<file path="config.mk">
export PLATFORM = sky130hd
export DESIGN_NAME = jtag_multichain_tap
export DESIGN_NICKNAME = d
export VERILOG_FILES = /design/src/rtl/jtag_multichain_tap.sv
export SDC_FILE = /design/constraint.sdc
export NUM_CORES = 1
export LEC_CHECK = 0
export BUFFER_PORTS_ARGS = -buffer_cell sky130_fd_sc_hd__buf_2
export CAP_MARGIN = 10
export CORE_MARGIN = 2
export CORE_UTILIZATION = 57
export CTS_BUF_LIST = sky130_fd_sc_hd__clkbuf_8 sky130_fd_sc_hd__clkbuf_16
export CTS_CLUSTER_DIAMETER = 120
export DETAILED_ROUTE_END_ITERATION = 8
export GPL_TIMING_DRIVEN = 0
export PLACE_DENSITY = 0.82
export SLEW_MARGIN = 25
export SYNTH_ARGS = -nofsm -noshare
export SYNTH_HDL_FRONTEND = slang
export SYNTH_SLANG_ARGS = --single-unit
</file>
<file path="constraint.sdc">
create_clock -name tck -period 3.9 [get_ports tck]
set_input_delay 0.78 -clock tck [delete_from_list [all_inputs] [get_ports tck]]
set_output_delay 0.78 -clock tck [all_outputs]
set_load 0.01 [all_outputs]
</file>
<file path="src/rtl/jtag_multichain_tap.sv">
// IEEE 1149.1 TAP controller with BYPASS, optional IDCODE (macro JTAG_IDCODE_EN) and NUM_CHAINS selectable external scan chains.
// Latency: tdi->tdo is 1 tck through BYPASS, 0 added through a chain; tdo/tdo_oe register on negedge tck.
// Backpressure: none, every transfer is paced by tck/tms from the JTAG host.
module jtag_multichain_tap #(
    parameter int          IR_W       = 4,
    parameter int          NUM_CHAINS = 2,
    parameter int          CHAIN_BASE = 3,
    parameter logic [31:0] IDCODE     = 32'h0000_0001
) (
    input  logic                  tck,
    input  logic                  trst,
    input  logic                  tms,
    input  logic                  tdi,
    output logic                  tdo,
    output logic                  tdo_oe,
    output logic [NUM_CHAINS-1:0] chain_sel,
    output logic                  chain_si,
    input  logic [NUM_CHAINS-1:0] chain_so,
    output logic                  shift_dr,
    output logic                  capture_dr,
    output logic                  update_dr,
    output logic [IR_W-1:0]       ir_q
);

    if (IR_W < 2 || NUM_CHAINS < 1) begin : g_bad_size
        $error("jtag_multichain_tap: IR_W must be >= 2 and NUM_CHAINS >= 1");
    end
    if (CHAIN_BASE + NUM_CHAINS - 1 >= (1 << IR_W) - 1) begin : g_bad_opcode
        $error("jtag_multichain_tap: chain opcodes collide with BYPASS or exceed IR width");
    end
    if (IDCODE[0] != 1'b1) begin : g_bad_idcode
        $error("jtag_multichain_tap: IDCODE bit0 must be 1");
    end

`ifdef JTAG_IDCODE_EN
    localparam logic [IR_W-1:0] IR_RST = IR_W'(1);
`else
    localparam logic [IR_W-1:0] IR_RST = '1;
`endif

    typedef enum logic [3:0] {
        TLR, RTI, SEL_DR, CAP_DR, SHIFT_DR_S, EXIT1_DR, PAUSE_DR, EXIT2_DR,
        UPD_DR, SEL_IR, CAP_IR, SHIFT_IR_S, EXIT1_IR, PAUSE_IR, EXIT2_IR, UPD_IR
    } tap_state_t;

    tap_state_t      state, state_nxt;
    logic [IR_W-1:0] ir_sr;
    logic            bypass_q;
    logic            dr_src;

    always_ff @(posedge tck or negedge trst) begin
        if (!trst) state <= TLR;
        else       state <= state_nxt;
    end

    always_comb begin
        state_nxt = state;
        case (state)
            TLR:        state_nxt = tms ? TLR      : RTI;
            RTI:        state_nxt = tms ? SEL_DR   : RTI;
            SEL_DR:     state_nxt = tms ? SEL_IR   : CAP_DR;
            CAP_DR:     state_nxt = tms ? EXIT1_DR : SHIFT_DR_S;
            SHIFT_DR_S: state_nxt = tms ? EXIT1_DR : SHIFT_DR_S;
            EXIT1_DR:   state_nxt = tms ? UPD_DR   : PAUSE_DR;
            PAUSE_DR:   state_nxt = tms ? EXIT2_DR : PAUSE_DR;
            EXIT2_DR:   state_nxt = tms ? UPD_DR   : SHIFT_DR_S;
            UPD_DR:     state_nxt = tms ? SEL_DR   : RTI;
            SEL_IR:     state_nxt = tms ? TLR      : CAP_IR;
            CAP_IR:     state_nxt = tms ? EXIT1_IR : SHIFT_IR_S;
            SHIFT_IR_S: state_nxt = tms ? EXIT1_IR : SHIFT_IR_S;
            EXIT1_IR:   state_nxt = tms ? UPD_IR   : PAUSE_IR;
            PAUSE_IR:   state_nxt = tms ? EXIT2_IR : PAUSE_IR;
            EXIT2_IR:   state_nxt = tms ? UPD_IR   : SHIFT_IR_S;
            UPD_IR:     state_nxt = tms ? SEL_DR   : RTI;
            default:    state_nxt = TLR;
        endcase
    end

    // Reset instruction is loaded on the edge that enters TLR, so tms-reset matches trst.
    always_ff @(posedge tck or negedge trst) begin
        if (!trst) begin
            ir_sr <= '0;
            ir_q  <= IR_RST;
        end else begin
            if (state == CAP_IR)
                ir_sr <= IR_W'(1);
            else if (state == SHIFT_IR_S)
                ir_sr <= {tdi, ir_sr[IR_W-1:1]};
            if (state_nxt == TLR)
                ir_q <= IR_RST;
            else if (state == UPD_IR)
                ir_q <= ir_sr;
        end
    end

    always_ff @(posedge tck or negedge trst) begin
        if (!trst)                    bypass_q <= 1'b0;
        else if (state == CAP_DR)     bypass_q <= 1'b0;
        else if (state == SHIFT_DR_S) bypass_q <= tdi;
    end

`ifdef JTAG_IDCODE_EN
    logic [31:0] idcode_q;
    logic        sel_idcode;

    assign sel_idcode = (ir_q == IR_W'(1));

    always_ff @(posedge tck or negedge trst) begin
        if (!trst)                    idcode_q <= IDCODE;
        else if (state == CAP_DR)     idcode_q <= IDCODE;
        else if (state == SHIFT_DR_S) idcode_q <= {tdi, idcode_q[31:1]};
    end
`endif

    always_comb begin
        chain_sel = '0;
        for (int k = 0; k < NUM_CHAINS; k++)
            if (ir_q == IR_W'(CHAIN_BASE + k)) chain_sel[k] = 1'b1;
`ifdef JTAG_IDCODE_EN
        if (sel_idcode) chain_sel = '0;
`endif
    end

    always_comb begin
        dr_src = bypass_q;
        for (int k = 0; k < NUM_CHAINS; k++)
            if (chain_sel[k]) dr_src = chain_so[k];
`ifdef JTAG_IDCODE_EN
        if (sel_idcode) dr_src = idcode_q[0];
`endif
    end

    always_ff @(negedge tck or negedge trst) begin
        if (!trst) begin
            tdo    <= 1'b0;
            tdo_oe <= 1'b0;
        end else begin
            tdo_oe <= (state == SHIFT_IR_S) || (state == SHIFT_DR_S);
            if (state == SHIFT_IR_S)
                tdo <= ir_sr[0];
            else if (state == SHIFT_DR_S)
                tdo <= dr_src;
        end
    end

    assign chain_si   = tdi;
    assign shift_dr   = (state == SHIFT_DR_S) && (|chain_sel);
    assign capture_dr = (state == CAP_DR)     && (|chain_sel);
    assign update_dr  = (state == UPD_DR)     && (|chain_sel);

endmodule

</file>
==> qor.csv <==
stage,metric,value,unit
run_status,run_status,"complete, no violations",
sta,slew_headroom,0.7256,
yosys,syn-instance-count,105,
yosys,syn-cell-area,914.6,um2
cts,clock_sinks,15,
die,die_w,44.06,um
setup_path,required,3.12,ns
setup_path,slowest_delay,0.44,ns
power_and_ir_drop,p_clk_frac,0.153,
sta,slew_violations,0,
sta,setup_violations,0,
yosys,synth.distinct_cells,36,
layout,drive_above_1_share,0.2937,
yosys,synth_nets,111,
cts,clk_pin_slew,0.06,ns
yosys,synthTopCellsByArea,"dfrtp_1 25%, dfstp_2 11%, nand2_1 7.0%, o21ai_1 6.0%, dfrtn_1 5.5%",
die,initial_utilization,0.6071,
yosys,ys_ff_latch,15,
power_and_ir_drop,p_per_area,785.9,mW/mm2
yosys,seq_area_frac_synth,0.4159,
sta,setup_ws,0.3191,ns
global_route,grt_pass1_wl,3.215,mm
yosys,synth_area_per_cell,8.711,um2
cts,cts_setup_buffers,0,
placed_design,place_area,0.001020,mm2
yosys,synth_top_area_frac,0.2462,
placed_design,dpl.hpwl,1.354,mm
sta,worstMarginPinSlew,0.4115,ns
power_and_ir_drop,seqPwrFrac,0.349,
sta,hold_violations,0,
power_and_ir_drop,p_leak,0.5009,nW
route,via_per_inst,5.761,
sta,finalSetupTns,0,ns
global_route,grtUsageTotal,0.2296,
route,drc,0,
sta,finClkSkew,0.01676,ns
yosys,yosysTopAreaCell,dfrtp_1,
placed_design,globalplace.congestion,0.8179,
cts,hold_buffers,0,
die,core,0.001506,mm2
placed_design,place_ws,0.3939,ns
setup_path,r2r_slack,0.41,ns
setup_path,critPathBufInv,1,
power_and_ir_drop,p_switching,358.6,uW
setup_path,cp-end-kind,output pin,
die,ios,18,
yosys,yosys_warnings,0,
setup_path,cp_max_fo,3,
layout,finalInstanceArea,0.001065,mm2
placed_design,port_buffers,17,
setup_path,r2r-start,ir_q[0]$_DFFE_PN1P_,
die,die_area,0.001941,mm2
global_route,grt_overflow,0,
cts,clock_path_buffers,2,
layout,multi_input_area,467.9,um2
setup_path,start_kind,flip-flop,
cts,tritoncts,done,
setup_path,reg2reg_depth,3,
global_route,grt_max_degree,16,
cts,cts_root_buffer,clkbuf_8,
power_and_ir_drop,p_sw_frac,0.4286,
global_route,grt_pass1_vias,736,
min_path,min_path_type,input port to asynchronous set/reset pin,
layout,regArea,380.4,um2
route,vias,818,
setup_path,cp_top_family,flip-flops,
route,drt-pass1-iter-count,4,
setup_path,crit_type,flip-flop to output pin,
layout,nFillCells,115,
global_route,antenna_found_initial,0,
die,die_h,44.06,um
setup_path,r2r_end,tdo$_DFFE_NN0P_,
route,drtIter0Drc,20,
layout,antenna_cells,0,
cts,cts_made_buffers,3,
layout,syn2layout_area_growth,16.42,%
setup_path,critPathSlowestCell,dfrtn_1,
power_and_ir_drop,vdd_drop_max,0.3633,mV
route,postRouteAntennaNets,0,
cts,cts-htree-levels,1,
route,routed_wl,1.925,mm
die,rows,14,
setup_path,crit_chain,buf_2,
layout,final_nets,133,
power_and_ir_drop,p_comb_frac,0.498,
flow_run,drv_cap,0,
sta,rsz0062_at_grt,false,
power_and_ir_drop,intPower,478.1,uW
route,wire_per_inst,13.56,um
setup_path,worst_ep_arrival_time,2.80,ns
cts,clk_latency,0.27,ns
cts,post_cts_resized,0,
## layer usage
layer / global-route usage / up-vias / wire length (um) / part of all wire
met4: 0.1273 / 0 / 53 / 0.028
met3: 0.05714 / 9 / 109 / 0.057
met2: 0.3529 / 27 / 829 / 0.43
met1: 0.2963 / 368 / 933 / 0.48
li1: - / 414 / - / -
met5: 0 / - / 0 / 0
## state kept, by name, summed over array words and instances, names as in the netlist
register and cells:
ir_q 4, ir_sr 4, state 4, bypass_q 1, tdo 1, tdo_oe 1
## cells in the mapped netlist
master,count
o21ai_1,11
or3_1,1
a31oi_1,2
nand3_1,2
inv_1,3
nor3_1,1
nor4_2,2
o21a_1,3
o21ai_0,3
or4_1,1
mux2i_1,4
buf_6,1
nor2_1,7
a221oi_1,2
o211ai_1,1
nand4_1,1
dfrtp_1,9
a21oi_1,3
o32ai_2,1
nand3b_1,2
dfstp_2,4
buf_4,1
clkbuf_1,1
buf_2,5
nand2b_1,3
nor2b_1,1
nand2_1,17
o32ai_1,1
or3b_1,2
or3_4,1
dfrtn_1,2
a221o_1,1
xor2_1,1
o22ai_1,2
inv_2,2
a21o_1,1
## layout by cell type (no fill, tap or decap), types with 2 or more instances in the layout
cell	count
buf_2	22
nand2_1	17
o21ai_1	11
dfrtp_1	9
nor2_1	7
inv_1	4
mux2i_1	4
dfstp_2	4
o21ai_0	3
o21a_1	3
nand2b_1	3
a21oi_1	3
clkbuf_8	3
o22ai_1	2
a31oi_1	2
nand3b_1	2
inv_2	2
a221oi_1	2
nand3_1	2
or3b_1	2
nor4_2	2
dfrtn_1	2
## how the worst max path moves through the flow
stage	to	from	slack, ns	cells past startpoint
global placement	tdo$_DFFE_NN0P_	ir_q[0]$_DFFE_PN1P_	0.40	3
global route	tdo$_DFFE_NN0P_	ir_q[0]$_DFFE_PN1P_	0.28	3
detailed placement	tdo$_DFFE_NN0P_	ir_q[0]$_DFFE_PN1P_	0.39	3
floorplan	tdo$_DFFE_NN0P_	ir_q[0]$_DFFE_PN1P_	0.41	3
CTS	tdo	tdo$_DFFE_NN0P_	0.33	1
finish	tdo	tdo$_DFFE_NN0P_	0.32	1
## logic make-up after synthesis
group	Yosys count	share of synthesized area
flip-flops	15	0.4159
AND/OR/NAND/NOR	41	0.2394
multiplexers	4	0.04378
buffers and inverters	13	0.07250
AO/OA/AOI/OAI	31	0.2189
XOR/XNOR	1	0.009578
## cell type report
| type | count | share of cell area |
|---|---|---|
| clock buffers | 3 | 0.03878 |
| flip-flops and latches | 15 | 0.3572 |
| inverters | 5 | 0.01763 |
| repair buffers | 17 | 0.07991 |
| clock inverters | 1 | 0.003525 |
| well taps | 16 | 0.01880 |
| plain buffers | 8 | 0.04465 |
| multi-input cells | 77 | 0.4395 |
## metrics by stage
stage	cells	total power, mW	hold WS [ns]	util
after floorplan	105	0.6032	0.4768	-
after global placement	138	0.6919	0.5006	0.6769
after detailed placement	138	0.7049	0.4990	0.6769
after CTS	142	0.8333	0.4357	0.7068
after global routing	142	0.9075	0.4452	0.7068
final	142	0.8368	0.4246	0.7068
## power by group through the flow
stage | sequential [mW] | clock [mW] | combinational, mW
after global placement | 0.292 | 0 | 0.400
after detailed placement | 0.295 | 0 | 0.410
after global routing | 0.302 | 0.136 | 0.469
after floorplan | 0.295 | 0 | 0.308
final | 0.292 | 0.128 | 0.417
after CTS | 0.292 | 0.127 | 0.414
Power figures use the tool's default switching activity.
